--- config.mk ---
export PLATFORM = sky130hd
export DESIGN_NAME = noc_flit_sender
export DESIGN_NICKNAME = d
export VERILOG_FILES = /design/src/rtl/params_noc.sv /design/src/rtl/tx_flit_queue.sv /design/src/rtl/noc_flit_sender.sv
export SDC_FILE = /design/constraint.sdc
export NUM_CORES = 1
export LEC_CHECK = 0
export BUFFER_PORTS_ARGS = -buffer_cell sky130_fd_sc_hd__buf_2
export CORE_ASPECT_RATIO = 0.9
export CORE_MARGIN = 3
export CORE_UTILIZATION = 61
export DETAILED_ROUTE_END_ITERATION = 16
export GPL_ROUTABILITY_DRIVEN = 0
export PLACE_DENSITY = 0.84
export SETUP_SLACK_MARGIN = 0.5
export SLEW_MARGIN = 5
export SYNTH_ARGS = -nofsm -noshare
export SYNTH_HDL_FRONTEND = slang
export SYNTH_SLANG_ARGS = --single-unit
--- constraint.sdc ---
create_clock -name clk -period 5.15 [get_ports clk]
set_clock_uncertainty 0.2 [all_clocks]
set_input_delay 0.515 -clock clk [delete_from_list [all_inputs] [get_ports clk]]
set_output_delay 0.515 -clock clk [all_outputs]
set_load 0.02 [all_outputs]
--- src/rtl/params_noc.sv ---
// ============================================================================
// params_noc : shared flit format, flit labels and packet-tracking state.
// Revision   : 1.0
// ============================================================================
`default_nettype none

package params_noc;

  localparam int x_Des              = 4;
  localparam int y_Des              = 4;
  localparam int header_Payloadsize = 8;

  typedef enum logic [1:0] {
    HEAD     = 2'd0,
    BODY     = 2'd1,
    TAIL     = 2'd2,
    HEADTAIL = 2'd3
  } flit_label_t;

  typedef struct packed {
    flit_label_t                   flit_label;
    logic [x_Des-1:0]              x_Dest;
    logic [y_Des-1:0]              y_Dest;
    logic [header_Payloadsize-1:0] payload;
  } flit_Data_noVC;

  typedef enum logic {
    IDLE   = 1'b0,
    IN_PKT = 1'b1
  } pkt_state_t;

endpackage

`default_nettype wire

--- src/rtl/tx_flit_queue.sv ---
// ============================================================================
// tx_flit_queue : circular flit FIFO; occupancy counter separates full/empty.
// Revision      : 1.0
// ============================================================================
`default_nettype none

module tx_flit_queue
  import params_noc::*;
#(
  parameter int DEPTH = 4
) (
  input  logic          clk,
  input  logic          rst_n,
  input  logic          i_push,
  input  flit_Data_noVC i_push_data,
  input  logic          i_pop,
  output logic          o_full,
  output logic          o_empty,
  output flit_Data_noVC o_head
);

  localparam int             AW     = $clog2(DEPTH);
  localparam logic [AW:0]    C_FULL = (AW+1)'(DEPTH);

  flit_Data_noVC  r_mem [DEPTH];
  logic [AW-1:0]  r_wr_ptr;
  logic [AW-1:0]  r_rd_ptr;
  logic [AW:0]    r_count;
  logic           w_push;
  logic           w_pop;

  assign o_full  = (r_count == C_FULL);
  assign o_empty = (r_count == '0);
  assign o_head  = r_mem[r_rd_ptr];
  // A push into a full queue is dropped even when a pop frees a slot this edge.
  assign w_push  = i_push && !o_full;
  assign w_pop   = i_pop && !o_empty;

  always_ff @(posedge clk) begin
    if (w_push) begin
      r_mem[r_wr_ptr] <= i_push_data;
    end
  end

  always_ff @(posedge clk) begin
    if (!rst_n) begin
      r_wr_ptr <= '0;
      r_rd_ptr <= '0;
      r_count  <= '0;
    end else begin
      if (w_push) r_wr_ptr <= r_wr_ptr + 1'b1;
      if (w_pop)  r_rd_ptr <= r_rd_ptr + 1'b1;
      case ({w_push, w_pop})
        2'b10:   r_count <= r_count + 1'b1;
        2'b01:   r_count <= r_count - 1'b1;
        default: r_count <= r_count;
      endcase
    end
  end

endmodule

`default_nettype wire

--- src/rtl/noc_flit_sender.sv ---
// ============================================================================
// noc_flit_sender : queues local flits and sends them under on/off credit.
// Revision        : 1.0
// ============================================================================
`default_nettype none

module noc_flit_sender
  import params_noc::*;
#(
  parameter int QUEUE_DEPTH = 4,
  parameter int CNT_W       = 16
) (
  input  logic             clk,
  input  logic             rst_n,
  input  flit_Data_noVC    in_Data,
  input  logic             in_valid,
  output logic             in_ready,
  output flit_Data_noVC    out_Data,
  output logic             out_valid,
  input  logic             on_off_i,
  output logic [CNT_W-1:0] sent_count,
  output logic             protocol_err
);

  logic             w_full;
  logic             w_empty;
  logic             w_push;
  logic             w_pop;
  flit_Data_noVC    w_head;

  logic             r_on_q;
  flit_Data_noVC    r_out_data;
  logic             r_out_valid;
  logic [CNT_W-1:0] r_sent_count;
  logic             r_protocol_err;
  pkt_state_t       r_state;

  assign in_ready     = !w_full;
  assign w_push       = in_valid && !w_full;
  // Send decision uses only the registered credit, never the raw input.
  assign w_pop        = !w_empty && r_on_q;

  assign out_Data     = r_out_data;
  assign out_valid    = r_out_valid;
  assign sent_count   = r_sent_count;
  assign protocol_err = r_protocol_err;

  tx_flit_queue #(
    .DEPTH (QUEUE_DEPTH)
  ) u_queue (
    .clk         (clk),
    .rst_n       (rst_n),
    .i_push      (w_push),
    .i_push_data (in_Data),
    .i_pop       (w_pop),
    .o_full      (w_full),
    .o_empty     (w_empty),
    .o_head      (w_head)
  );

  always_ff @(posedge clk) begin
    if (!rst_n) begin
      r_on_q       <= 1'b0;
      r_out_data   <= '0;
      r_out_valid  <= 1'b0;
      r_sent_count <= '0;
    end else begin
      r_on_q      <= on_off_i;
      r_out_valid <= w_pop;
      if (w_pop) begin
        r_out_data   <= w_head;
        r_sent_count <= r_sent_count + 1'b1;
      end
    end
  end

  always_ff @(posedge clk) begin
    if (!rst_n) begin
      r_state        <= IDLE;
      r_protocol_err <= 1'b0;
    end else if (w_push) begin
      case (r_state)
        IDLE: begin
          case (in_Data.flit_label)
            HEAD:     r_state <= IN_PKT;
            HEADTAIL: r_state <= IDLE;
            default: begin
              r_state        <= IDLE;
              r_protocol_err <= 1'b1;
            end
          endcase
        end
        IN_PKT: begin
          case (in_Data.flit_label)
            BODY:     r_state <= IN_PKT;
            TAIL:     r_state <= IDLE;
            HEAD: begin
              r_state        <= IN_PKT;
              r_protocol_err <= 1'b1;
            end
            default: begin
              r_state        <= IDLE;
              r_protocol_err <= 1'b1;
            end
          endcase
        end
        default: r_state <= IDLE;
      endcase
    end
  end

endmodule

`default_nettype wire

Word-level counts from Yosys, hierarchy flattened
Memory sizes are Yosys's and may differ from the RTL's. A register that Yosys moved wholly into a read port is not among the register bits.
Cells that the tools add are included.
W data, S select, Z words.
{"block": "totals", "word_cells": 46, "reg_bits": 27, "in_bits": 22, "ramBits": 72, "n_memories": 1, "out_inout_bits": 37}
{"memory": "u_queue.r_mem", "depth": 4, "width": 18, "rd": 1, "rd_clocked_by_memory_dff": 1, "wr": 1, "line": "tx_flit_queue.sv:25", "text": "flit_Data_noVC r_mem [DEPTH];"}
{"block": "classes", "bitwise": 1, "add_sub_neg": 5, "n_eq_ne": 8, "muxes": 9, "n_reduce_logical": 14}
{"operator": "$add A16 B1 Y16 const B", "n": 1}
{"operator": "$eq A2 B2 Y1 const B", "n": 3}
{"operator": "$mux W1", "n": 6}
{"operator": "$pmux W3 S2", "n": 1}
{"operator": "$reduce_or A2 Y1", "n": 3}
{"operator": "$add A2 B1 Y2 const B", "n": 2}
{"operator": "$eq A2 B1 Y1 const B", "n": 2}
{"operator": "$logic_and A1 B1 Y1", "n": 4}
{"operator": "$ne A2 B2 Y1 const B", "n": 2}
{"operator": "$pmux W1 S2", "n": 2}
{"operator": "$add A3 B1 Y3 const B", "n": 1}
{"operator": "$eq A3 B3 Y1 const B", "n": 1}
{"operator": "$logic_not A1 Y1", "n": 3}
{"operator": "$logic_not A3 Y1", "n": 1}
{"operator": "$reduce_and A3 Y1", "n": 1}
{"operator": "$sub A3 B1 Y3 const B", "n": 1}
{"operator": "$logic_not A2 Y1", "n": 1}
{"operator": "$reduce_bool A2 Y1", "n": 1}
{"operator": "$not A1 Y1", "n": 1}

Longest topological paths before layout
{"block": "depth", "word_depth": 6, "ltp_mapped": 10}

Modules after synthesis
From an unflattened synthesis, not the netlist that was laid out.
{"block": "hier_totals", "hier_cells": 327, "area_unflattened_um2": 4613.2}
{"mod": "tx_flit_queue", "cells_per_inst": 148, "area_each_um2": 3103.0, "n_inst": 1}
{"mod": "noc_flit_sender", "cells_per_inst": 179, "area_each_um2": 1510.2, "n_inst": 1}

Least setup slack after synthesis
Ideal clock, no wire load.
{"block": "synth_timing", "path_kind": "register to register", "startpoint": "reg u_queue.r_count[0]", "endpoint": "reg u_queue.r_count[2]", "t_arrival_ps": 2387, "setup_slack_ps": 2493, "setup_time_ps": 70, "path_stages_with_launch": 11, "path_cell_list": "dfxtp_1 > or3b_1 > and2_1 > clkbuf_1 > inv_2 > ha_1 > inv_1 > fa_1 > xor2_1 > or3_1 > a21oi_1"}
{"block": "synth_between", "elab_chain_len": 6, "elab_cells_between_ends": 14, "classes_between": "add/sub: 2; eq/ne: 3; mux: 1; reduce/logical: 8"}
{"element": "start, declared", "line": "tx_flit_queue.sv:28", "text": "logic [AW:0] r_count;"}
{"element": "start signal, assigned", "line": "tx_flit_queue.sv:54", "text": "2'b10: r_count <= r_count + 1'b1;"}
{"element": "start signal, assigned", "line": "tx_flit_queue.sv:55", "text": "2'b01: r_count <= r_count - 1'b1;"}
{"element": "start signal, assigned", "line": "tx_flit_queue.sv:56", "text": "default: r_count <= r_count;"}
{"element": "$eq A3 B3 Y1 (*)", "line": "tx_flit_queue.sv:32", "text": "assign o_full = (r_count == C_FULL);"}
{"element": "$logic_not A1 Y1 (*)"}
{"element": "net in_ready", "line": "noc_flit_sender.sv:17", "text": "output logic in_ready,"}
{"element": "$logic_and A1 B1 Y1", "line": "noc_flit_sender.sv:39", "text": "assign w_push = in_valid && !w_full;"}
{"element": "$logic_and A1 B1 Y1 (*)", "line": "tx_flit_queue.sv:36", "text": "assign w_push = i_push && !o_full;"}
{"element": "$eq A2 B1 Y1 / $eq A2 B2 Y1 (equally long branches)", "line": "tx_flit_queue.sv:53", "text": "case ({w_push, w_pop})"}
{"element": "$pmux W3 S2 / $reduce_bool A2 Y1 (equally long branches)"}
Mark *: on every way through the listed nets, which the timed path passes. The rest lies on a longest branch.
A chain may end at the register's enable or synchronous reset.

Worst setup path in the final report
{"block": "layout_timing", "startpoint": "reg u_queue.r_count[2]", "endpoint": "reg u_queue.r_count[2]"}
{"block": "layout_between", "elab_chain_len": 6, "elab_cells_between_ends": 14, "classes_between": "add/sub: 2; eq/ne: 3; mux: 1; reduce/logical: 8"}
{"element": "$eq A3 B3 Y1 / $logic_not A3 Y1 (equally long branches)", "line": "tx_flit_queue.sv:32, tx_flit_queue.sv:33"}
{"element": "$logic_not A1 Y1 (on tied branches)"}
{"element": "$logic_and A1 B1 Y1 (on tied branches)", "line": "noc_flit_sender.sv:39, noc_flit_sender.sv:41"}
{"element": "$logic_and A1 B1 Y1 (on tied branches)", "line": "tx_flit_queue.sv:36, tx_flit_queue.sv:37"}
{"element": "$eq A2 B1 Y1 / $eq A2 B2 Y1 (equally long branches)", "line": "tx_flit_queue.sv:53"}
{"element": "$pmux W3 S2 / $reduce_bool A2 Y1 (equally long branches)"}
Several ways; a longest one is shown, not always the timed one.

==> results by group <==
Worst setup path
  – Critical path required time: between 5 and 6 ns
  – Crit-path leading delay family: buffers and inverters
  – R2R setup slack: 2.16 ns
  – Reg2Reg Depth: 8
  – CP arrival: 3.21 ns
  – Worst Setup Path Type: reg -> reg
  – Crit-path slowest cell: clkinv_1
  – Max incr delay on CP: 0.67 ns
  – Critical-path maximum fanout: 26
  – FF-to-FF End: u_queue.r_count[2]
  – Worst path buffer plus inverter count: 2
  – R2R Path Start: u_queue.r_count[2]
  – Setup crit end kind: register
  – Setup crit start kind: register
  – Cells along the critical path: o31ai_4, clkinv_1, ha_1, inv_1, fa_1, xor2_1, or3_1, a21oi_1

Timing
  – Max-slew violation total from the final report: 0
  – Final min period: 2.99 ns
  – Final period util: 0.580
  – Hold slack: about 0.023 ns
  – Worst Tran Pin Value: 1.03 ns
  – Final setup vio count: 0
  – RSZ-0062 raised after global routing: no
  – Max Fclk: between 300 and 400 MHz
  – Post-route setup TNS: 0 ns
  – Final Hold Fails: 0
  – Max-slew headroom: 0.310

Floorplan
  – IO Pins: 59
  – FP Rows: 28
  – Effective utilization at floorplan: 0.654
  – Die Wd: 96.2 um
  – Die height: 87.2 um
  – Core area: 6830 um^2
  – Die area: 8390 um^2

Power
  – Final Power: 2.49 mW
  – Power per Cell Area: 457 nW/um^2
  – Leakage Power: between 1.5 and 2 nW
  – Maximum vdd ir drop: 355 uV

Detailed routing
  – Routed WL: 9.17 mm
  – DR vias: 2773
  – Detail Route Antenna Nets: 0
  – Final routed DRC violation total: 0
  – Iter 0 DRT Violations: 166
  – DR pass1 iterations: 4
  – Via density: 5.69
  – WL/cell: between 15 and 20 um

Min path
  – Hold path endpoint: u_queue.r_mem[3][0]
  – Hold path depth: 1
  – Min-delay src: in_Data[0]
  – Hold Path Class: in -> reg

Clock network
  – Clock Latency Late Sink: around 0.5 ns
  – Inserted Clock Buffers: 17
  – H-tree Lvls: 4
  – CTS tree: done
  – Sink Count: 117
  – Clock-pin slew on the worst setup and hold paths: approximately 0.060 ns
  – CTS max path bufs: 2
  – Postcts setup bufs: 0
  – Post-CTS sizing: 0
  – CTS Hold Bufs: 0
  – Root Buffer Master: clkbuf_8

Synthesis
  – Sequential share of the synthesized area: 0.686
  – Cell accounting for the most synthesized area: edfxtp_1
  – Most used DFF post-synth: edfxtp_1
  – Largest cells by area after synthesis: edfxtp_1 (48%), dfxtp_1 (20%), mux4_2 (9.1%), nand2_1 (3.9%), a21oi_1 (3.4%)
  – Top post-synthesis cells by count: edfxtp_1 (72), nand2_1 (46), dfxtp_1 (45), a21oi_1 (30), mux4_2 (18)
  – Post-synth top area share: 0.484
  – Syn Area/Cell: 14.0 um^2
  – Seq cells post-synth: between 100 and 150
  – Ys Warns: 0
  – Netlist cell types: 31
  – EDFF count, synth: 72
  – Most common cell in the synthesized netlist: edfxtp_1
  – Syn Inst Count: 319
  – Ys async rst share: 0
  – Netlist Area Pre-Place: 4470 um^2
  – Syn Nets: 350

Cells and area
  – Share of cells above drive strength 1: 0.290
  – Diode count: 0
  – Area grow syn2layout: 21.7%
  – Finished Layout Cells: 487
  – Final Net Count: between 400 and 500

Placement
  – Port bufs: 58
  – Placed cell count: 455
  – Detailed Place HPWL: 5.11 mm

Outcome
  – Outcome: complete, no violations

Global routing
  – First-pass GRT wire length: 14.5 mm
  – GRT overflow: 0
  – Total GRT Usage: 0.243
  – Vias in the first global route: 2797
  – Largest net degree at the start of global routing: 45
  – Initial antenna violation count: 0

Job
  – Max-Cap Viols: 0
## layer usage
layer,vias up,wire (um),GRT usage
li1,1295,-,-
met1,1362,3640,0.296
met2,105,4810,0.399
met3,11,597,0.0812
met4,0,123,0.0982
met5,-,0,0
## cells in the final DEF, fill, tap and decap left out, types with 8 or more instances in the layout
master,n
nor2_1,17
mux4_2,18
inv_1,8
ha_1,8
edfxtp_1,72
dfxtp_1,45
xnor2_1,8
clkbuf_16,16
buf_2,58
a21oi_1,30
o21ai_0,8
nand2_1,46
## how the worst max path moves through the flow
stage / endpoint / startpoint / depth (start not counted) / slack (ns)
4_1_cts: u_queue.r_count[2] / u_queue.r_count[2] / 8 / 2.11
6_report: u_queue.r_count[2] / u_queue.r_count[2] / 8 / 2.16
5_1_grt: u_queue.r_count[2] / u_queue.r_count[2] / 8 / 1.94
2_1_floorplan: u_queue.r_count[2] / u_queue.r_count[0] / 10 / 2.49
3_5_place_dp: u_queue.r_count[2] / u_queue.r_count[2] / 8 / 2.26
3_3_place_gp: u_queue.r_count[2] / u_queue.r_count[2] / 8 / 2.37
## state kept, by name, summed over array words and instances (netlist names), 2 cells and up
| name | flops |
|---|---|
| u_queue.r_mem | 72 |
| out_Data | 18 |
| sent_count | 16 |
| u_queue.r_count | 3 |
| u_queue.r_rd_ptr | 2 |
| u_queue.r_wr_ptr | 2 |
## logic make-up (layout without fill, tap and decap cells)
logic type / count (synthesis) / count (layout) / share of synthesized area
flip-flops: 117 / 117 / 0.686
XOR/XNOR: 15 / 15 / 0.0294
multiplexers: 18 / 18 / 0.0908
buffers and inverters: 27 / 105 / 0.0241
adder cells (fa/ha/maj): 9 / 9 / 0.0269
AND/OR/NAND/NOR: 94 / 94 / 0.0989
AO/OA/AOI/OAI: 39 / 39 / 0.0443
## where the power goes
part	internal, mW	switching, mW	total [mW]	leakage (nW)
clock	0.738	0.414	1.15	0.286
sequential	1.06	0.0333	1.10	1.03
combinational	0.0935	0.146	0.240	0.686
## worst register-to-register path, delay by kind of cell (launching register included)
family                     cells  cell delay [ns]
AOI/OAI and AO/OA              2             0.44
xor gates and xnor gates       1             0.09
adders and majority gates      2             0.72
buffers and inverters          2             0.75
DFF                            1             0.36
and+or+nand+nor                1             0.35
## metrics by stage
step | instance area, um^2 | worst slack (ns) | utilization
2_1_floorplan | 4470 | 2.49 | -
3_3_place_gp | 4840 | 2.37 | 0.709
3_5_place_dp | 4840 | 2.26 | 0.709
4_1_cts | 5440 | 2.11 | 0.796
5_1_grt | 5440 | 1.94 | 0.796
6_report | 5440 | 2.16 | 0.796
## final cells by class
class,instances,area [um^2]
flip-flops and latches,117,3060
inverters,12,45.0
well taps,90,113
fillers,380,1390
clock inverters,15,180
multi-input cells,175,1310
repair buffers,61,313
clock buffers,17,414
Note: power is estimated with default switching activity, not from simulation.
